[config.mk]
export PLATFORM = sky130hd
export DESIGN_NAME = hc153_scan_mux
export DESIGN_NICKNAME = d
export VERILOG_FILES = /design/src/rtl/hc153_scan_mux.sv
export SDC_FILE = /design/constraint.sdc
export NUM_CORES = 1
export LEC_CHECK = 0
export CAP_MARGIN = 20
export CORE_UTILIZATION = 42
export CTS_CLUSTER_SIZE = 14
export DETAILED_ROUTE_END_ITERATION = 8
export GPL_TIMING_DRIVEN = 1
export PLACE_DENSITY = 0.73
export SKIP_CTS_REPAIR_TIMING = 1
export SYNTH_ARGS = -nofsm -noshare
export SYNTH_HDL_FRONTEND = slang
export SYNTH_SLANG_ARGS = --single-unit
[constraint.sdc]
create_clock -name Clk -period 1.6 [get_ports Clk]
set_clock_uncertainty 0.05 [all_clocks]
set_input_delay 0.16 -clock Clk [delete_from_list [all_inputs] [get_ports Clk]]
set_output_delay 0.16 -clock Clk [all_outputs]
set_load 0.01 [all_outputs]
[src/rtl/hc153_scan_mux.sv]
// Registered CHANNELS:1 word selector with direct and round-robin auto-scan modes.
// Latency: one cycle from any input to outputs; no backpressure, Enable=1 blanks output and freezes scan.
module hc153_scan_mux #(
  parameter int WIDTH    = 8,
  parameter int CHANNELS = 4,
  parameter int SEL_W    = $clog2(CHANNELS),
  parameter int DWELL    = 4
) (
  input  logic                      Clk,
  input  logic                      Rst_n,
  input  logic [CHANNELS*WIDTH-1:0] DateIn,
  input  logic [SEL_W-1:0]          Sel,
  input  logic                      Enable,
  input  logic                      Mode,
  output logic [WIDTH-1:0]          DateOut,
  output logic [SEL_W-1:0]          ChanOut,
  output logic                      Valid,
  output logic                      ScanWrap
);

  typedef enum logic {
    ST_DIRECT = 1'b0,
    ST_SCAN   = 1'b1
  } state_t;

  localparam logic [7:0]       DWELL_LAST = 8'(DWELL - 1);
  localparam logic [SEL_W-1:0] CHAN_LAST  = SEL_W'(CHANNELS - 1);
  localparam logic [SEL_W:0]   CHAN_LIMIT = (SEL_W + 1)'(CHANNELS);

  state_t             state, state_nxt;
  logic [SEL_W-1:0]   chan, chan_nxt;
  logic [7:0]         dwell, dwell_nxt;

  logic [WIDTH-1:0]   dout_nxt;
  logic [SEL_W-1:0]   chan_out_nxt;
  logic               valid_nxt;
  logic               wrap_nxt;

  logic [SEL_W-1:0]   eff_chan;
  logic [7:0]         eff_dwell;
  logic               sel_ok;
  logic               last_dwell;
  logic [WIDTH-1:0]   sel_word;
  logic [WIDTH-1:0]   scan_word;

  // Loop mux so a non-power-of-two channel count never indexes past DateIn.
  function automatic logic [WIDTH-1:0] pick(input logic [CHANNELS*WIDTH-1:0] bus,
                                            input logic [SEL_W-1:0] idx);
    logic [WIDTH-1:0] w;
    w = '0;
    for (int k = 0; k < CHANNELS; k++) begin
      if (idx == SEL_W'(k)) w = bus[k*WIDTH +: WIDTH];
    end
    return w;
  endfunction

  // Entering scan from DIRECT always restarts the sweep at channel 0, dwell 0.
  assign eff_chan   = (state == ST_SCAN) ? chan  : '0;
  assign eff_dwell  = (state == ST_SCAN) ? dwell : '0;
  assign sel_ok     = ({1'b0, Sel} < CHAN_LIMIT);
  assign last_dwell = (eff_dwell == DWELL_LAST);
  assign sel_word   = pick(DateIn, Sel);
  assign scan_word  = pick(DateIn, eff_chan);

  always_comb begin
    state_nxt    = state;
    chan_nxt     = chan;
    dwell_nxt    = dwell;
    dout_nxt     = '0;
    chan_out_nxt = ChanOut;
    valid_nxt    = 1'b0;
    wrap_nxt     = 1'b0;

    if (!Enable) begin
      if (!Mode) begin
        state_nxt    = ST_DIRECT;
        chan_out_nxt = Sel;
        if (sel_ok) begin
          dout_nxt  = sel_word;
          valid_nxt = 1'b1;
        end
      end else begin
        state_nxt    = ST_SCAN;
        chan_out_nxt = eff_chan;
        dout_nxt     = scan_word;
        valid_nxt    = last_dwell;
        wrap_nxt     = last_dwell && (eff_chan == CHAN_LAST);
        if (last_dwell) begin
          dwell_nxt = '0;
          chan_nxt  = (eff_chan == CHAN_LAST) ? '0 : eff_chan + SEL_W'(1);
        end else begin
          dwell_nxt = eff_dwell + 8'd1;
          chan_nxt  = eff_chan;
        end
      end
    end
  end

  always_ff @(posedge Clk or negedge Rst_n) begin
    if (!Rst_n) begin
      state    <= ST_DIRECT;
      chan     <= '0;
      dwell    <= '0;
      DateOut  <= '0;
      ChanOut  <= '0;
      Valid    <= 1'b0;
      ScanWrap <= 1'b0;
    end else begin
      state    <= state_nxt;
      chan     <= chan_nxt;
      dwell    <= dwell_nxt;
      DateOut  <= dout_nxt;
      ChanOut  <= chan_out_nxt;
      Valid    <= valid_nxt;
      ScanWrap <= wrap_nxt;
    end
  end

endmodule
Word-level counts from Yosys, hierarchy flattened
Cells that the tools add are included.
Operators by class
  add/sub/neg operators: 2
  equality and inequality tests: 7
  multiplexer cells: 21
  bitwise gates (word level): 1
  reductions and logical operators: 4
Operator list (number)
  $mux 8: 12
  $add 8x1->8 const B: 1
  $eq 2x2->1 const B: 4
  $eq 8x2->1 const B: 1
  $mux 2: 4
  $mux 1: 5
  $eq 2x1->1 const B: 2
  $logic_not 2->1: 2
  $add 2x1->2 const B: 1
  $reduce_and 2->1: 1
  $logic_and 1x1->1: 1
  $not 1->1: 1
Word-level totals
  flip-flop bits (word level): 23
  bits of input ports: 38
  output and inout port bits: 12
  word-level logic and storage cells: 42

Logic depth before layout (Yosys ltp)
  depth in word-level cells: 8
  mapped depth: 10
  mapped depth without buffers: 7

Worst setup path before layout
No wires, ideal clock.
  path kind: register to register
  from: register state
  to: register DateOut[5]
  library setup time: 0.094 ns
  data arrival time: 1.610 ns
  required time: 1.456 ns
  setup slack: -0.154 ns
  cell stages (with the launch flop): 10
  path buffers: 3
  clock period less this slack: 1.754 ns
  cell sequence: dfrtp_1 > buf_2 > nand2_1 > inv_2 > ha_1 > buf_2 > clkbuf_1 > a21oi_1 > a22oi_1 > a211oi_1
Between the ends
  word-level cells in the longest chain between the ends: 8
  elaborated cells on any way between the ends: 11
  classes of those cells: 3 x eq/ne; 7 x mux; 1 x reduce/logical
Ends and longest elaborated chain
  start, declared: RTL line 30  | state_t state, state_nxt;
  start signal, assigned: RTL line 109  | state <= state_nxt;
  $mux 2 (*): RTL line 58  | assign eff_chan = (state == ST_SCAN) ? chan : '0;
  $logic_not 2->1: RTL line 52  | if (idx == SEL_W'(k)) w = bus[k*WIDTH +: WIDTH];
  $mux 8 (3 in series): RTL line 52
  $mux 8 (*): RTL line 52
  $mux 8 (*): RTL line 75  | if (!Mode) begin
  $mux 8 (*): RTL line 74  | if (!Enable) begin
  via dout_nxt[5]: RTL line 34  | logic [WIDTH-1:0] dout_nxt;
  end signal, assigned: RTL line 112  | DateOut <= dout_nxt;
  end, declared: RTL line 15  | output logic [WIDTH-1:0] DateOut,
The timed path passes the listed nets; every way through them passes the cells marked *.
A chain may end at the register's enable or synchronous reset.

Worst setup path after layout
  from: register state
  to: register DateOut[6]
Same word-level chain as after synthesis.

==> results.sh <==
export IMPL_yosysTopAreaCell="dfrtp_1"
export IMPL_nNetsFinal=315
export IMPL_ir_worst_vdd_mv=0.364
export IMPL_status="complete, but fails checks"
export IMPL_syn_num_nets=248
export IMPL_p_switching_uw=656
export IMPL_slew_headroom=0.786
export IMPL_antenna_found_initial=0
export IMPL_port_buffers=49
export IMPL_netlist_area_mm2=0.00163
export IMPL_ff2ff_path_depth=9
export IMPL_p_int_uw=1250
export IMPL_dr_pass1_iters=4
export IMPL_ios=50
export IMPL_power_frac_seq=0.407
export IMPL_die_w_um=64.4
export IMPL_drt_wirelength_per_cell_um=14.5
export IMPL_sw_frac_of_total=0.344
export IMPL_cp_start_kind="flop"
export IMPL_clk_pin_slew_ps=80
export IMPL_drv_cap=0
export IMPL_avgSynthCellArea_um2=7.96
export IMPL_arrival_ps=1870
export IMPL_dieArea_mm2=0.00414
export IMPL_finalHoldViolations=0
export IMPL_fmax_mhz=565
export IMPL_violations="negative setup slack"
export IMPL_remaining_drc_errors=0
export IMPL_combPwrFrac=0.398
export IMPL_worst_setup_path_end_kind="flop"
export IMPL_synth_top_family_by_area="compound AO/OA/AOI/OAI gates"
export IMPL_vias_per_cell=5.57
export IMPL_seq_area_frac_synth=0.352
export IMPL_synth_mux_area_frac=0.0613
export IMPL_path_class="reg -> reg"
export IMPL_start_util=0.443
export IMPL_synth_simple_area_share=0.175
export IMPL_synth_seq_cells=23
export IMPL_hpwlAfterDp_um=3260
export IMPL_synth_edf_count=0
export IMPL_p_per_area_mw_per_mm2=764
export IMPL_crit_fanout=8
export IMPL_grt_use_total=0.219
export IMPL_h_tree_depth=1
export IMPL_setup_violations_final=8
export IMPL_worst_pin_slew_ps=321
export IMPL_setup_tns_ps=-613
export IMPL_grt_start_max_net_pins=26
export IMPL_die_y_um=64.4
export IMPL_rows=22
export IMPL_synth_common_cells="29 x a21oi_1, 29 x nand2_1, 23 x dfrtp_1, 11 x o21ai_1"
export IMPL_synthXorXnorAreaFrac=0
export IMPL_insertion_delay_ps=260
export IMPL_hold_class="in -> async"
export IMPL_synth_ff_type="dfrtp_1"
export IMPL_diodes=0
export IMPL_cts_sinks=23
export IMPL_first_iter_violations=164
export IMPL_grt_pass1_wl_um=7100
export IMPL_clockRootBuffer="clkbuf_8"
export IMPL_fill_cells=314
export IMPL_synth_area_leaders="dfrtp_1 35%, a21oi_1 8.9%, nand2_1 6.7%"
export IMPL_ys_warn_count=0
export IMPL_synth_top_area_share=0.352
export IMPL_cts_path_max_buffers=2
export IMPL_grt_overflow=0
export IMPL_layout_min_cycle_time_ps=1770
export IMPL_synthDistinctLibCells=38
export IMPL_p_leak_uw=0.00107
export IMPL_fin_area_mm2=0.00250
export IMPL_antenna_left=0
export IMPL_finalWirelength_um=4630
export IMPL_critical_path_required_ps=1700
export IMPL_slew_violations=0
export IMPL_finalPower_uw=1910
export IMPL_drive_gt1_frac=0.196
export IMPL_p_clk_frac=0.195
export IMPL_vias=1778
export IMPL_fin_crit_sh=1.11
export IMPL_area_delta_synth_final_pct=53.0
export IMPL_synth_async_reset_ratio=1.00
export IMPL_synth_compound_area_frac=0.292
export IMPL_placed_area_mm2=0.00232
export IMPL_core_area_mm2=0.00369
export IMPL_cts_tree="done"
export IMPL_gp_congestion=0.810
export IMPL_synth_fa_ha_area_frac=0.0383
export IMPL_grt_pass1_vias=1569
export IMPL_cts_buffers=3
export IMPL_syn_instance_count=205
export IMPL_rsz0062_at_grt="true"
export IMPL_setup_slack_ps=-168
==> cells in the final DEF, fill, tap and decap left out, types with 7 or more instances in the layout <==
cell type	Yosys	layout
clkdlybuf4s50_1	0	49
nand2_1	29	27
buf_4	2	26
a21oi_1	29	24
dfrtp_1	23	23
o21ai_1	11	12
nor2_1	10	10
mux2_1	8	8
o22ai_1	8	8
a22oi_1	8	7
==> registers in the layout, indices dropped and copies added, names as in the netlist <==
signal and cells:
state 1, chan 2, DateOut 8, Valid 1, ScanWrap 1, dwell 8, ChanOut 2
==> final cells by class <==
type / count / area [µm²] / area share
clock buffers: 4 / 45.0 / 0.0180
inverters: 11 / 45.0 / 0.0180
multi-input cells: 152 / 1010 / 0.406
flip-flops and latches: 23 / 576 / 0.230
well taps: 48 / 60.1 / 0.0240
repair buffers: 81 / 759 / 0.304
==> layer usage <==
| metal | GRT usage | share of wire | wire [µm] |
|---|---|---|---|
| met5 | 0 | 0 | 0 |
| met4 | 0.0778 | 0.015 | 70 |
| met3 | 0.0250 | 0.049 | 226 |
| met2 | 0.357 | 0.48 | 2220 |
| met1 | 0.299 | 0.46 | 2110 |
==> path summary, 6_finish.rpt <==
kind	startpoint	end	slack, ps
max	state	DateOut[6]	-170
min	Rst_n	dwell[5]	210
max reg2reg	state	DateOut[6]	-170
min reg2reg	ChanOut[0]	ChanOut[0]	440
max in group asynchronous	Rst_n	DateOut[6]	1060
min in group Clk	ChanOut[0]	ChanOut[0]	440
==> cell families (layout without fill, tap and decap cells) <==
| kind of cell | Yosys count | count (layout) |
|---|---|---|
| compound gates | 79 | 79 |
| simple gates | 59 | 59 |
| mux | 9 | 9 |
| flops | 23 | 23 |
| buf+inv | 30 | 96 |
| fa+ha+maj | 5 | 5 |
==> through the flow <==
step                      hold slack [ps]   util  setup slack, ps  cells
after detailed placement              421  0.630            -52.4    308
final                                 205  0.677             -168    319
after floorplan                      -186      -            -5.44    205
after global routing                  226  0.677             -216    319
after CTS                             215  0.642            -78.4    312
after global placement                416  0.630            -23.4    308
==> critical path, stage by stage (launching register included) <==
cell	delay, ps
dfrtp_1	420
nand2_2	110
buf_6	130
buf_6	110
ha_4	180
buf_4	140
a21oi_2	100
o21ai_1	90
a22oi_1	220
a211oi_2	100
==> power groups by stage <==
stage	logic, µW	clock network, µW	registers (µW)
after detailed placement	695	0	786
after global placement	687	0	787
final	760	372	777
after floorplan	404	0	759
after CTS	700	374	776
after global routing	824	408	794
No activity file was read; power rests on OpenSTA's default activity.
